==> src/rtl/uart_frame_rx.sv <==
// UART frame receiver: 2-flop synchronized input, 3-sample majority per bit,
// single-entry output buffer with overrun/frame-error pulses.
module uart_frame_rx #(
  parameter int unsigned CLKS_PER_BIT = 87,
  parameter int unsigned DATA_BITS    = 8
) (
  input  logic                 clk,
  input  logic                 rst_n,
  input  logic                 rx,
  output logic [DATA_BITS-1:0] rx_data,
  output logic                 rx_valid,
  input  logic                 rx_ready,
  output logic                 frame_err,
  output logic                 overrun,
  output logic                 busy
);

  localparam int unsigned MID      = CLKS_PER_BIT / 2;
  localparam logic [15:0] CNT_LAST = 16'(CLKS_PER_BIT - 1);
  localparam logic [15:0] SMP_A    = 16'(MID - 1);
  localparam logic [15:0] SMP_B    = 16'(MID);
  localparam logic [15:0] SMP_C    = 16'(MID + 1);
  localparam logic [2:0]  LAST_BIT = 3'(DATA_BITS - 1);

  typedef enum logic [2:0] {IDLE, START, DATA, STOP, BREAK} state_t;

  state_t               state;
  logic                 rx_q1, rx_s;
  logic [1:0]           sync_fill;
  logic                 armed;
  logic [15:0]          cnt;
  logic [2:0]           bit_idx;
  logic [DATA_BITS-1:0] shreg;
  logic                 smp0, smp1;
  logic                 maj, at_smp, at_wrap, deliver;

  assign maj     = (smp0 & smp1) | (smp0 & rx_s) | (smp1 & rx_s);
  assign at_smp  = (cnt == SMP_C);
  assign at_wrap = (cnt == CNT_LAST);
  assign deliver = (state == STOP) && at_smp && maj;
  assign busy    = (state != IDLE);

  // armed stays low after reset until a genuine (post-fill) high is seen on
  // rx_s, so the tail of a frame cut by reset is never taken as a start bit.
  always_ff @(posedge clk or negedge rst_n) begin
    if (!rst_n) begin
      rx_q1     <= 1'b1;
      rx_s      <= 1'b1;
      sync_fill <= '0;
      armed     <= 1'b0;
    end else begin
      rx_q1     <= rx;
      rx_s      <= rx_q1;
      sync_fill <= {sync_fill[0], 1'b1};
      armed     <= armed | (sync_fill[1] & rx_s);
    end
  end

  always_ff @(posedge clk or negedge rst_n) begin
    if (!rst_n) begin
      state     <= IDLE;
      cnt       <= '0;
      bit_idx   <= '0;
      shreg     <= '0;
      smp0      <= 1'b0;
      smp1      <= 1'b0;
      rx_data   <= '0;
      rx_valid  <= 1'b0;
      frame_err <= 1'b0;
      overrun   <= 1'b0;
    end else begin
      frame_err <= 1'b0;
      overrun   <= 1'b0;
      cnt       <= at_wrap ? '0 : cnt + 16'd1;
      if (cnt == SMP_A) smp0 <= rx_s;
      if (cnt == SMP_B) smp1 <= rx_s;

      case (state)
        IDLE: begin
          cnt <= '0;
          if (armed && !rx_s) state <= START;
        end
        START: begin
          if (at_smp && maj) begin
            state <= IDLE;
            cnt   <= '0;
          end else if (at_wrap) begin
            state   <= DATA;
            bit_idx <= '0;
          end
        end
        DATA: begin
          if (at_smp) shreg <= {maj, shreg[DATA_BITS-1:1]};
          if (at_wrap) begin
            if (bit_idx == LAST_BIT) state <= STOP;
            else bit_idx <= bit_idx + 3'd1;
          end
        end
        STOP: begin
          if (at_smp) begin
            cnt <= '0;
            if (maj) begin
              state <= IDLE;
            end else begin
              frame_err <= 1'b1;
              state     <= BREAK;
            end
          end
        end
        BREAK: begin
          cnt <= '0;
          if (rx_s) state <= IDLE;
        end
        default: state <= IDLE;
      endcase

      // Single-entry buffer: a same-cycle handshake frees the slot for the new byte.
      if (deliver) begin
        if (!rx_valid || rx_ready) begin
          rx_data  <= shreg;
          rx_valid <= 1'b1;
        end else begin
          overrun <= 1'b1;
        end
      end else if (rx_valid && rx_ready) begin
        rx_valid <= 1'b0;
      end
    end
  end

endmodule
==> config.mk <==
export PLATFORM = sky130hd
export DESIGN_NAME = uart_frame_rx
export DESIGN_NICKNAME = d
export VERILOG_FILES = /design/src/rtl/uart_frame_rx.sv
export SDC_FILE = /design/constraint.sdc
export NUM_CORES = 1
export LEC_CHECK = 0
export CORE_MARGIN = 2
export CORE_UTILIZATION = 45
export CTS_CLUSTER_DIAMETER = 40
export DETAILED_ROUTE_END_ITERATION = 12
export PLACE_DENSITY_LB_ADDON = 0.1
export SYNTH_ARGS = -nofsm -noshare
export SYNTH_HDL_FRONTEND = slang
export SYNTH_SLANG_ARGS = --single-unit
==> constraint.sdc <==
create_clock -name clk -period 5.28 [get_ports clk]
set_input_delay 1.056 -clock clk [delete_from_list [all_inputs] [get_ports clk]]
set_output_delay 1.056 -clock clk [all_outputs]
set_load 0.1 [all_outputs]
### After elaboration in Yosys (flattened, before gate mapping)

Index checks and enable logic that the tools add are counted.

| word-level totals | value |
|---|---|
| logic and storage cells | 86 |
| flip-flop bits (word level) | 48 |
| bits of input ports | 4 |
| output and inout port bits | 12 |

| cells by class | value |
|---|---|
| reduce and logical (&&, ||, !) cells | 18 |
| equal/unequal tests | 19 |
| bitwise gates (word level) | 7 |
| muxes and demuxes | 26 |
| add/subtract/negate cells | 2 |

Operator list:

| kind | number |
|---|---|
| 16-bit by 6-bit == test with 1-bit output, second input constant | 3 |
| 16-bit two-way mux | 3 |
| 16-bit case mux with 3 select lines | 1 |
| 3-bit two-way mux | 12 |
| 16-bit by 1-bit adder with 16-bit output, second input constant | 1 |
| 16-bit by 7-bit == test with 1-bit output, second input constant | 1 |
| 2-bit != test, second input constant | 8 |
| 3-bit case mux with 5 select lines | 1 |
| 1-bit two-way mux | 8 |
| 3-bit by 2-bit == test with 1-bit output, second input constant | 2 |
| 3-bit == test, second input constant | 2 |
| 3-bit case mux with 2 select lines | 1 |
| 2-bit AND reduction | 3 |
| 6-bit AND reduction | 1 |
| 1-bit logical AND | 5 |
| 5-bit AND reduction | 1 |
| 1-bit AND | 4 |
| 2-bit nonzero test | 2 |
| 3-bit by 1-bit adder with 3-bit output, second input constant | 1 |
| 3-bit by 1-bit == test with 1-bit output, second input constant | 1 |
| 3-bit zero test | 1 |
| 3-bit != test, second input constant | 1 |
| 1-bit OR | 3 |
| 3-bit nonzero test | 1 |
| other kinds (4) | 5 |

### Longest topological paths before layout

Gate-level depths: netlist of run 1.

| depth | value |
|---|---|
| depth in word-level cells | 6 |
| gate-level depth with buffers | 9 |
| mapped depth without buffers | 7 |

### Worst setup path after synthesis of run 1

OpenSTA, ideal clock, no wires.

| timing | value |
|---|---|
| kind | register to output |
| start | register state[1] |
| end | output port busy |
| setup slack | 3.061 ns |
| required time | 4.224 ns |
| buffers on the path | 0 |
| cell stages (with the launch flop) | 2 |
| arrival time | 1.163 ns |
| cells stage by stage | dfrtp_1 or3_1 |

| between the ends | value |
|---|---|
| word-level cells in the longest chain between the ends | 1 |

Ends and longest elaborated chain:

| element | RTL line | source |
|---|---|---|
| start: declaration | 27 | `state_t state;` |
| start signal: assignment | 61 | `state <= IDLE;` |
| start signal: assignment | 81 | `if (armed && !rx_s) state <= START;` |
| start signal: assignment | 85 | `state <= IDLE;` |
| 3-bit nonzero test | 41 | `assign busy = (state != IDLE);` |
| end: declaration | 15 | `output logic busy` |

Every way passes these cells.

### Worst setup path after layout of run 1

Ends and elaborated chain as after synthesis.

==> out/metrics.csv, run 1 <==
metric;value;unit
worstRegToRegCells;7;
post_cts_buffers;0;
finalCritPeriodShare;59.9;%
core.rowCount;25;
start_kind;register;
finalWorstSetupSlack;2.12;ns
synth_top_area_share;52.9;%
syn_to_final_growth;13.8;%
postCtsResizedCells;0;
start_util;46.3;%
ant_nets;0;
final_nets;213;
final_max_slew_viol_count;0;
core_area;4690;µm²
power.density;327;nW/µm²
diodes;0;
synth-seq-cells;48;
seq_area;1200;µm²
maxCapViolCount;0;
placed_area;2350;µm²
worst_ep_arrival_time;2.11;ns
gr-total-overflow;0;
clock_latency;0.30;ns
final_layout_size_suffix_gt1_share;14.6;%
num_vias;1419;
startpoint;state[1]$_DFFE_PN0P_;
grt_pass1_wl;6.47;mm
worstPathMaxFanout;8;
path_class;register to output port;
clk_pin_slew;0.08;ns
ys_warn_count;0;
hold_buffers;0;
firstDrtPassIters;4;
hold_slack;0.356;ns
die-area;5400;µm²
cp-end-kind;output port;
p_leak;1.16;nW
gp_congestion;0.810;
wl_per_cell;14.1;µm
first_global_vias;1417;
status;completed;
drc;0;
hold_class;register to register;
cp.required;4.22;ns
final_cell_mix;46 x dfrtp_1, 23 x nor2_1, 14 x nand2_1, 14 x clkdlybuf4s50_1, 11 x mux2_2;
endpoint;busy;
min_period;3.16;ns
ios;16;
rsz0062_at_grt;false;
totalWireLength;3.64;mm
setup-violations-final;0;
cts_sinks;48;
port_buffers;15;
rrSetupSlack;3.07;ns
ir_drop;0.190;mV
dp_hpwl;2.58;mm
holdCritStartpoint;sync_fill[0]$_DFF_PN0_;
numCtsBuffers;5;
drt_iter0_drc;48;
setup_tns;0;ns
skew;0.00555;ns
syn_avg_cell_area;11.8;µm²
synthTopCellsByArea;dfrtp_1 53%, mux2_2 5.7%, mux2_1 4.1%;
timing.rr.start;cnt[0]$_DFF_PN0_;
netlist_instances;185;
fp.dieW;73.5;µm
drt-vias-per-instance;5.48;
cts_buffer_depth;2;
preCtsSetupSlack;2.47;ns
cts_tree;yes;
syn_nets;194;
relSlewSlack;32.1;%
ctsHtreeMaxLevel;2;
postLayoutCellArea;2470;µm²
grt_max_degree;49;
synth_cell_type_count;38;
antenna_found_initial;0;
final_util;52.7;%
nFillCells;423;
ys_seq_area_share;55.4;%
max_freq;0.316;GHz
final_common_cell;dfrtp_1;
clockRootBuffer;clkbuf_8;
hold_violations;0;
crit-reg2reg-capture;cnt[13]$_DFF_PN0_;
multi_input_area;915;µm²
synth_area;2170;µm²
worstMarginPinSlew;1.02;ns
die_h;73.5;µm
yosysTopAreaCell;dfrtp_1;
track_usage;15.6;%
## state kept, by name, summed over array words and instances (netlist names), 2 cells and up
| name | flops |
|---|---|
| cnt | 16 |
| sync_fill | 2 |
| state | 3 |
| shreg | 8 |
| bit_idx | 3 |
| rx_data | 8 |
## cell families after synthesis
kind of cell / count (synthesis) / synth area share (%)
buf+inv: 9 / 2.59
simple gates: 77 / 19.6
compound gates: 12 / 3.86
other cells: 1 / 0.172
fa+ha+maj: 6 / 3.39
xor+xnor: 13 / 5.24
flops: 48 / 55.4
mux: 19 / 9.84
## Yosys cell counts
| cell | count |
|---|---|
| nand2b_1 | 1 |
| nor3_2 | 1 |
| a31oi_1 | 1 |
| and3_1 | 2 |
| mux2_2 | 11 |
| nand2_1 | 14 |
| nor2_1 | 23 |
| and4b_1 | 1 |
| nor4b_2 | 1 |
| nor4_2 | 2 |
| and4_4 | 1 |
| nor4_1 | 2 |
| nand3_2 | 1 |
| and4_1 | 3 |
| a21oi_1 | 2 |
| nand3_1 | 9 |
| o32a_1 | 1 |
| nor3_1 | 4 |
| mux2_1 | 8 |
| ha_1 | 5 |
| o21ai_0 | 2 |
| o21bai_1 | 1 |
| dfrtp_1 | 46 |
| nand4_1 | 3 |
| or3_1 | 3 |
| conb_1 | 1 |
| dfstp_2 | 2 |
| inv_1 | 6 |
| nor3b_1 | 2 |
| a22o_1 | 2 |
| nor2b_1 | 3 |
| xnor2_1 | 8 |
| o211ai_1 | 1 |
| and3_4 | 1 |
| xor2_1 | 5 |
| buf_6 | 3 |
| maj3_2 | 1 |
| a21o_1 | 2 |
## per-layer routing
| metal | vias up | global-route usage, % | share of wire [%] |
|---|---|---|---|
| met5 | - | 0 | 0 |
| met4 | 0 | 5.45 | 1.5 |
| met3 | 7 | 4.12 | 3.6 |
| met2 | 28 | 25.0 | 49 |
| met1 | 705 | 20.4 | 45 |
| li1 | 679 | - | - |
## area by class of cell
type,count,area share [%]
multi-input combinational,128,37.0
timing repair buffer,15,5.86
sequential,48,48.6
tap,54,2.73
inverter,6,0.910
clock buffer,6,3.34
clock inverter,2,1.57
## stage by stage
stage | power [mW] | cells
floorplan | 0.518 | 185
global placement | 0.534 | 251
detailed placement | 0.540 | 251
CTS | 0.821 | 259
global route | 0.858 | 259
finish | 0.810 | 259
## critical path: stages, from the launching register on
cell and delay, ns:
dfrtp_1 0.46, or3_1 0.37, clkdlybuf4s50_1 0.97
## power by group
group	switching (mW)	total, mW	internal (mW)
clock network	0.122	0.277	0.155
logic	0.0681	0.110	0.0420
registers	0.0320	0.422	0.390
## worst min-delay path by stage
| stage | cells past startpoint | end | slack, ns |
|---|---|---|---|
| final | 0 | sync_fill[1]$_DFF_PN0_ | 0.36 |
| after global routing | 0 | rx_s$_DFF_PN1_ | 0.36 |
| after global placement | 0 | sync_fill[1]$_DFF_PN0_ | 0.33 |
| after detailed placement | 0 | sync_fill[1]$_DFF_PN0_ | 0.34 |
| after floorplan | 0 | sync_fill[1]$_DFF_PN0_ | 0.33 |
| after CTS | 0 | sync_fill[1]$_DFF_PN0_ | 0.36 |
(Power assumes the default switching activity.)
==> run 2: changes to the inputs <==
==> constraint.sdc (replaced) <==
create_clock -name clk -period 2.6 [get_ports clk]
set_input_delay 0.52 -clock clk [delete_from_list [all_inputs] [get_ports clk]]
set_output_delay 0.52 -clock clk [all_outputs]
set_load 0.1 [all_outputs]
==> run 2 against run 1 <==
  * Wire length shrank 2.9%
  * Setup slack lost 1.6 ns
  * Largest power group unchanged
  * Sequential power increased by 100%
  * Sequential share of layout area up 1.1 points
  * Non-clock buffer count grew 2
  * First-iteration DRC count fell by 54%
  * Total power grew 86%
  * Worst hold slack lost 0.18 ns
  * Design area decreased by 2.2%
  * Critical path depth increased by 3
  * Critical endpoint is now cnt[5]$_DFF_PN0_
  * Largest cell class unchanged
  * Sequential cell count is the same
  * Global-route usage fell by 0.80 points
==> out/metrics.csv, run 2 (synthesis gave the netlist of run 1 again) <==
metric;value;unit
slowest_delay;0.48;ns
cp.required;2.76;ns
die-area;5400;µm²
fin_total_pwr;1.50;mW
crit_family;simple AND/OR/NAND/NOR gates;
worstMarginPinSlew;0.524;ns
clockRootBuffer;clkbuf_8;
track_usage;14.8;%
worst_ep_arrival_time;2.27;ns
reg_top3;cnt: 16 flops, rx_data: 8 flops, shreg: 8 flops;
cts_tree;yes;
final_common_cell;dfrtp_1;
drc;0;
maxCapViolCount;0;
rsz0062_at_grt;false;
skew;0.00844;ns
cp-end-kind;register;
status;completed;
hold_buffers;0;
preCtsSetupSlack;0.477;ns
dp.cells;253;
power.density;621;nW/µm²
top_register;cnt;
cp_num_buf_inv;0;
num_vias;1398;
path_class;register to register;
numCtsBuffers;5;
ir_drop;0.356;mV
slowest_stage;nor4_2;
antenna_found_initial;0;
setup_tns;0;ns
drt-vias-per-instance;5.36;
clock_latency;0.30;ns
wl_per_cell;13.6;µm
gr-total-overflow;0;
syn_to_final_growth;11.3;%
die_h;73.5;µm
fp.dieW;73.5;µm
min_period;2.11;ns
clk_pin_slew;0.08;ns
ios;16;
ant_nets;0;
gp_congestion;0.768;
worstPathMaxFanout;16;
totalWireLength;3.54;mm
finalCritPeriodShare;81.2;%
start_util;46.3;%
start_kind;register;
diodes;0;
p_leak;1.17;nW
post_cts_buffers;0;
grt_max_degree;27;
drt_iter0_drc;22;
final_max_slew_viol_count;0;
dp_hpwl;2.60;mm
relSlewSlack;65.1;%
finalWorstSetupSlack;0.488;ns
final_nets;215;
postCtsResizedCells;0;
final_cell_mix;46 x dfrtp_1, 23 x nor2_1, 14 x nand2_1, 14 x buf_4, 11 x mux2_2;
final_layout_size_suffix_gt1_share;20.3;%
grt_pass1_wl;6.11;mm
first_global_vias;1396;
cts_buffer_depth;2;
cts_sinks;48;
path_cells;nor4_2 -> and4_4 -> and3_1 -> or3_1 -> nor2_1;
hold_violations;0;
core_area;4690;µm²
hold_class;primary input to async pin;
largest_reg_flops;16;
instances_no_fill;261;
firstDrtPassIters;4;
port_buffers;15;
setup-violations-final;0;
max_freq;0.473;GHz
ctsHtreeMaxLevel;2;
core.rowCount;25;
run 2: through the flow:
step | hold slack [ns] | utilization, % | cell area [µm²]
finish | 0.177 | 51.6 | 2420
global route | 0.202 | 51.6 | 2420
CTS | 0.191 | 51.6 | 2420
detailed placement | 0.345 | 49.8 | 2340
global placement | 0.332 | 49.8 | 2340
floorplan | 0.224 | - | 2170
run 2: path summary, 6_finish.rpt:
kind                            slack (ns)  cells after the start                   start                endpoint
worst max-delay path                  0.49                      5       cnt[12]$_DFF_PN0_        cnt[5]$_DFF_PN0_
worst max register to register        0.49                      5       cnt[12]$_DFF_PN0_        cnt[5]$_DFF_PN0_
worst min-delay path                  0.18                      1                   rst_n    shreg[1]$_DFFE_PN0P_
worst min register to register        0.36                      0  sync_fill[0]$_DFF_PN0_  sync_fill[1]$_DFF_PN0_
min in group clk                      0.36                      0  sync_fill[0]$_DFF_PN0_  sync_fill[1]$_DFF_PN0_
max in group asynchronous             1.65                      2                   rst_n          rx_s$_DFF_PN1_
run 2: layout make-up:
type	instances	area, µm²
timing repair buffer	17	130
tap	54	67.6
inverter	6	22.5
multi-input combinational	128	915
sequential	48	1200
clock buffer	7	76.3
clock inverter	1	5.00
fill	432	2270
run 2: report_power, final:
| part | switching (mW) | internal (mW) | total, mW |
|---|---|---|---|
| Sequential | 0.0634 | 0.793 | 0.856 |
| Combinational | 0.139 | 0.0852 | 0.224 |
| Clock | 0.232 | 0.189 | 0.421 |
| Total | 0.435 | 1.07 | 1.50 |
run 2: worst reg2reg max path, delay by kind of cell (launching register included):
kind,cells,cell delay (ns)
flip-flops,1,0.45
AND/OR/NAND/NOR,5,1.54
run 2: routing by layer:
metal / GRT usage (%) / part of all wire [%] / vias up
met4: 5.25 / 0.76 / 0
met2: 24.4 / 50 / 21
met5: 0 / 0 / -
li1: - / - / 685
met1: 18.4 / 46 / 689
met3: 4.39 / 3.3 / 3
==> run 3: changes to the inputs <==
==> constraint.sdc (replaced) <==
create_clock -name clk -period 2.2 [get_ports clk]
set_input_delay 0.44 -clock clk [delete_from_list [all_inputs] [get_ports clk]]
set_output_delay 0.44 -clock clk [all_outputs]
set_load 0.1 [all_outputs]
==> run 3 against run 2 <==
  * Global-route usage down 0.32 points
  * Clock skew shrank 0.0032 ns
  * Sequential cell count did not move
  * Non-clock buffer count is the same
  * Sequential share of layout area down 0.68 points
  * Worst hold slack worse by 0.071 ns
  * Combinational power grew 20%
  * Register-to-register slack worse by 0.28 ns
  * Design area rose by 1.4%
  * First-iteration DRC count rose by 50%
  * Die area unchanged
  * Setup slack got worse by 0.28 ns
  * Largest power group unchanged
==> out/metrics.csv, run 3 (synthesis gave the netlist of run 1 again) <==
metric;value;unit
ir_drop;0.470;mV
die-area;5400;µm²
preCtsSetupSlack;0.0927;ns
num_vias;1407;
hold_buffers;0;
hold_violations;0;
finalCritPeriodShare;90.6;%
ctsHtreeMaxLevel;2;
timing.rr.start;cnt[9]$_DFF_PN0_;
top_register;cnt;
cp.required;2.38;ns
syn_to_final_growth;12.8;%
clockRootBuffer;clkbuf_8;
drc;0;
core_area;4690;µm²
gp_congestion;0.772;
start_kind;register;
wl_per_cell;13.1;µm
setup_tns;0;ns
die_h;73.5;µm
core.rowCount;25;
clock_latency;0.29;ns
first_global_vias;1404;
clk_pin_slew;0.09;ns
skew;0.00528;ns
max_freq;0.502;GHz
min_period;1.99;ns
reg_top3;cnt: 16 flops, rx_data: 8 flops, shreg: 8 flops;
cts_buffer_depth;2;
cp-end-kind;register;
final_max_slew_viol_count;0;
port_buffers;15;
power.density;741;nW/µm²
nFillCells;426;
worstRegToRegCells;5;
grt_pass1_wl;6.04;mm
post_cts_buffers;0;
final_common_cell;dfrtp_1;
maxCapViolCount;0;
dp_hpwl;2.48;mm
setup-violations-final;0;
seq_area;1200;µm²
worst_ep_arrival_time;2.18;ns
largest_reg_flops;16;
final_layout_size_suffix_gt1_share;21.7;%
path_class;register to register;
firstDrtPassIters;4;
cts_tree;yes;
ios;16;
drt_iter0_drc;33;
final_cell_mix;46 x dfrtp_1, 23 x nor2_1, 14 x nand2_1;
fp.dieW;73.5;µm
track_usage;14.5;%
status;completed;
rrSetupSlack;0.21;ns
cts_sinks;48;
p_leak;1.18;nW
antenna_found_initial;0;
totalWireLength;3.42;mm
dp.cells;253;
multi_input_area;920;µm²
gr-total-overflow;0;
ant_nets;0;
hold_class;primary input to async pin;
diodes;0;
worstPathMaxFanout;8;
grt_max_degree;49;
drt-vias-per-instance;5.39;
final_nets;215;
start_util;46.3;%
instances_no_fill;261;
crit-reg2reg-capture;rx_data[6]$_DFFE_PN0P_;
numCtsBuffers;5;
finalWorstSetupSlack;0.207;ns
rsz0062_at_grt;false;
run 3: final cells by class:
| type | instances | area share [%] |
|---|---|---|
| clock buffers | 6 | 3.37 |
| clock inverters | 2 | 0.612 |
| inverters | 6 | 0.918 |
| multi-input cells | 128 | 37.5 |
| flip-flops and latches | 48 | 49.1 |
| well taps | 54 | 2.75 |
| repair buffers | 17 | 5.81 |
run 3: how the worst max path moves through the flow:
| stage | slack, ns | endpoint | startpoint |
|---|---|---|---|
| after detailed placement | 0.09 | cnt[6]$_DFF_PN0_ | cnt[0]$_DFF_PN0_ |
| after global placement | 0.16 | cnt[13]$_DFF_PN0_ | cnt[0]$_DFF_PN0_ |
| after floorplan | 0.29 | cnt[11]$_DFF_PN0_ | cnt[0]$_DFF_PN0_ |
| after CTS | 0.09 | cnt[13]$_DFF_PN0_ | cnt[0]$_DFF_PN0_ |
| after global routing | 0.0002 | rx_data[6]$_DFFE_PN0P_ | cnt[9]$_DFF_PN0_ |
| final | 0.21 | rx_data[6]$_DFFE_PN0P_ | cnt[9]$_DFF_PN0_ |
run 3: worst max-delay path, stage by stage (launching register included):
cell,delay [ns]
dfrtp_1,0.44
nor4_2,0.47
nand2_1,0.16
nor3_2,0.22
nand3_2,0.22
mux2_1,0.37
run 3: metrics by stage:
stage / power, mW / hold slack, ns / area (µm²) / utilization [%]
floorplan: 1.24 / 0.144 / 2170 / -
global placement: 1.29 / 0.332 / 2350 / 50.1
detailed placement: 1.30 / 0.336 / 2350 / 50.1
CTS: 1.85 / 0.120 / 2450 / 52.2
global route: 1.93 / 0.122 / 2450 / 52.3
finish: 1.82 / 0.106 / 2450 / 52.3
run 3: per-layer routing:
metal	track usage (%)	wire length [µm]	vias up
met1	18.2	1600	694
met3	4.53	120	4
met4	4.85	39	0
met5	0	0	-
met2	23.6	1660	18
li1	-	-	691
run 3: repair_timing:
action | in CTS | in global routing
gates resized for setup | 0 | 1
setup endpoints to repair | 0 | 15
hold endpoints to repair | 0 | 0
run 3: power breakdown:
part           internal, mW  total [mW]  switching [mW]
combinational         0.106       0.269           0.163
clock                 0.254       0.538           0.283
sequential            0.937        1.01          0.0739
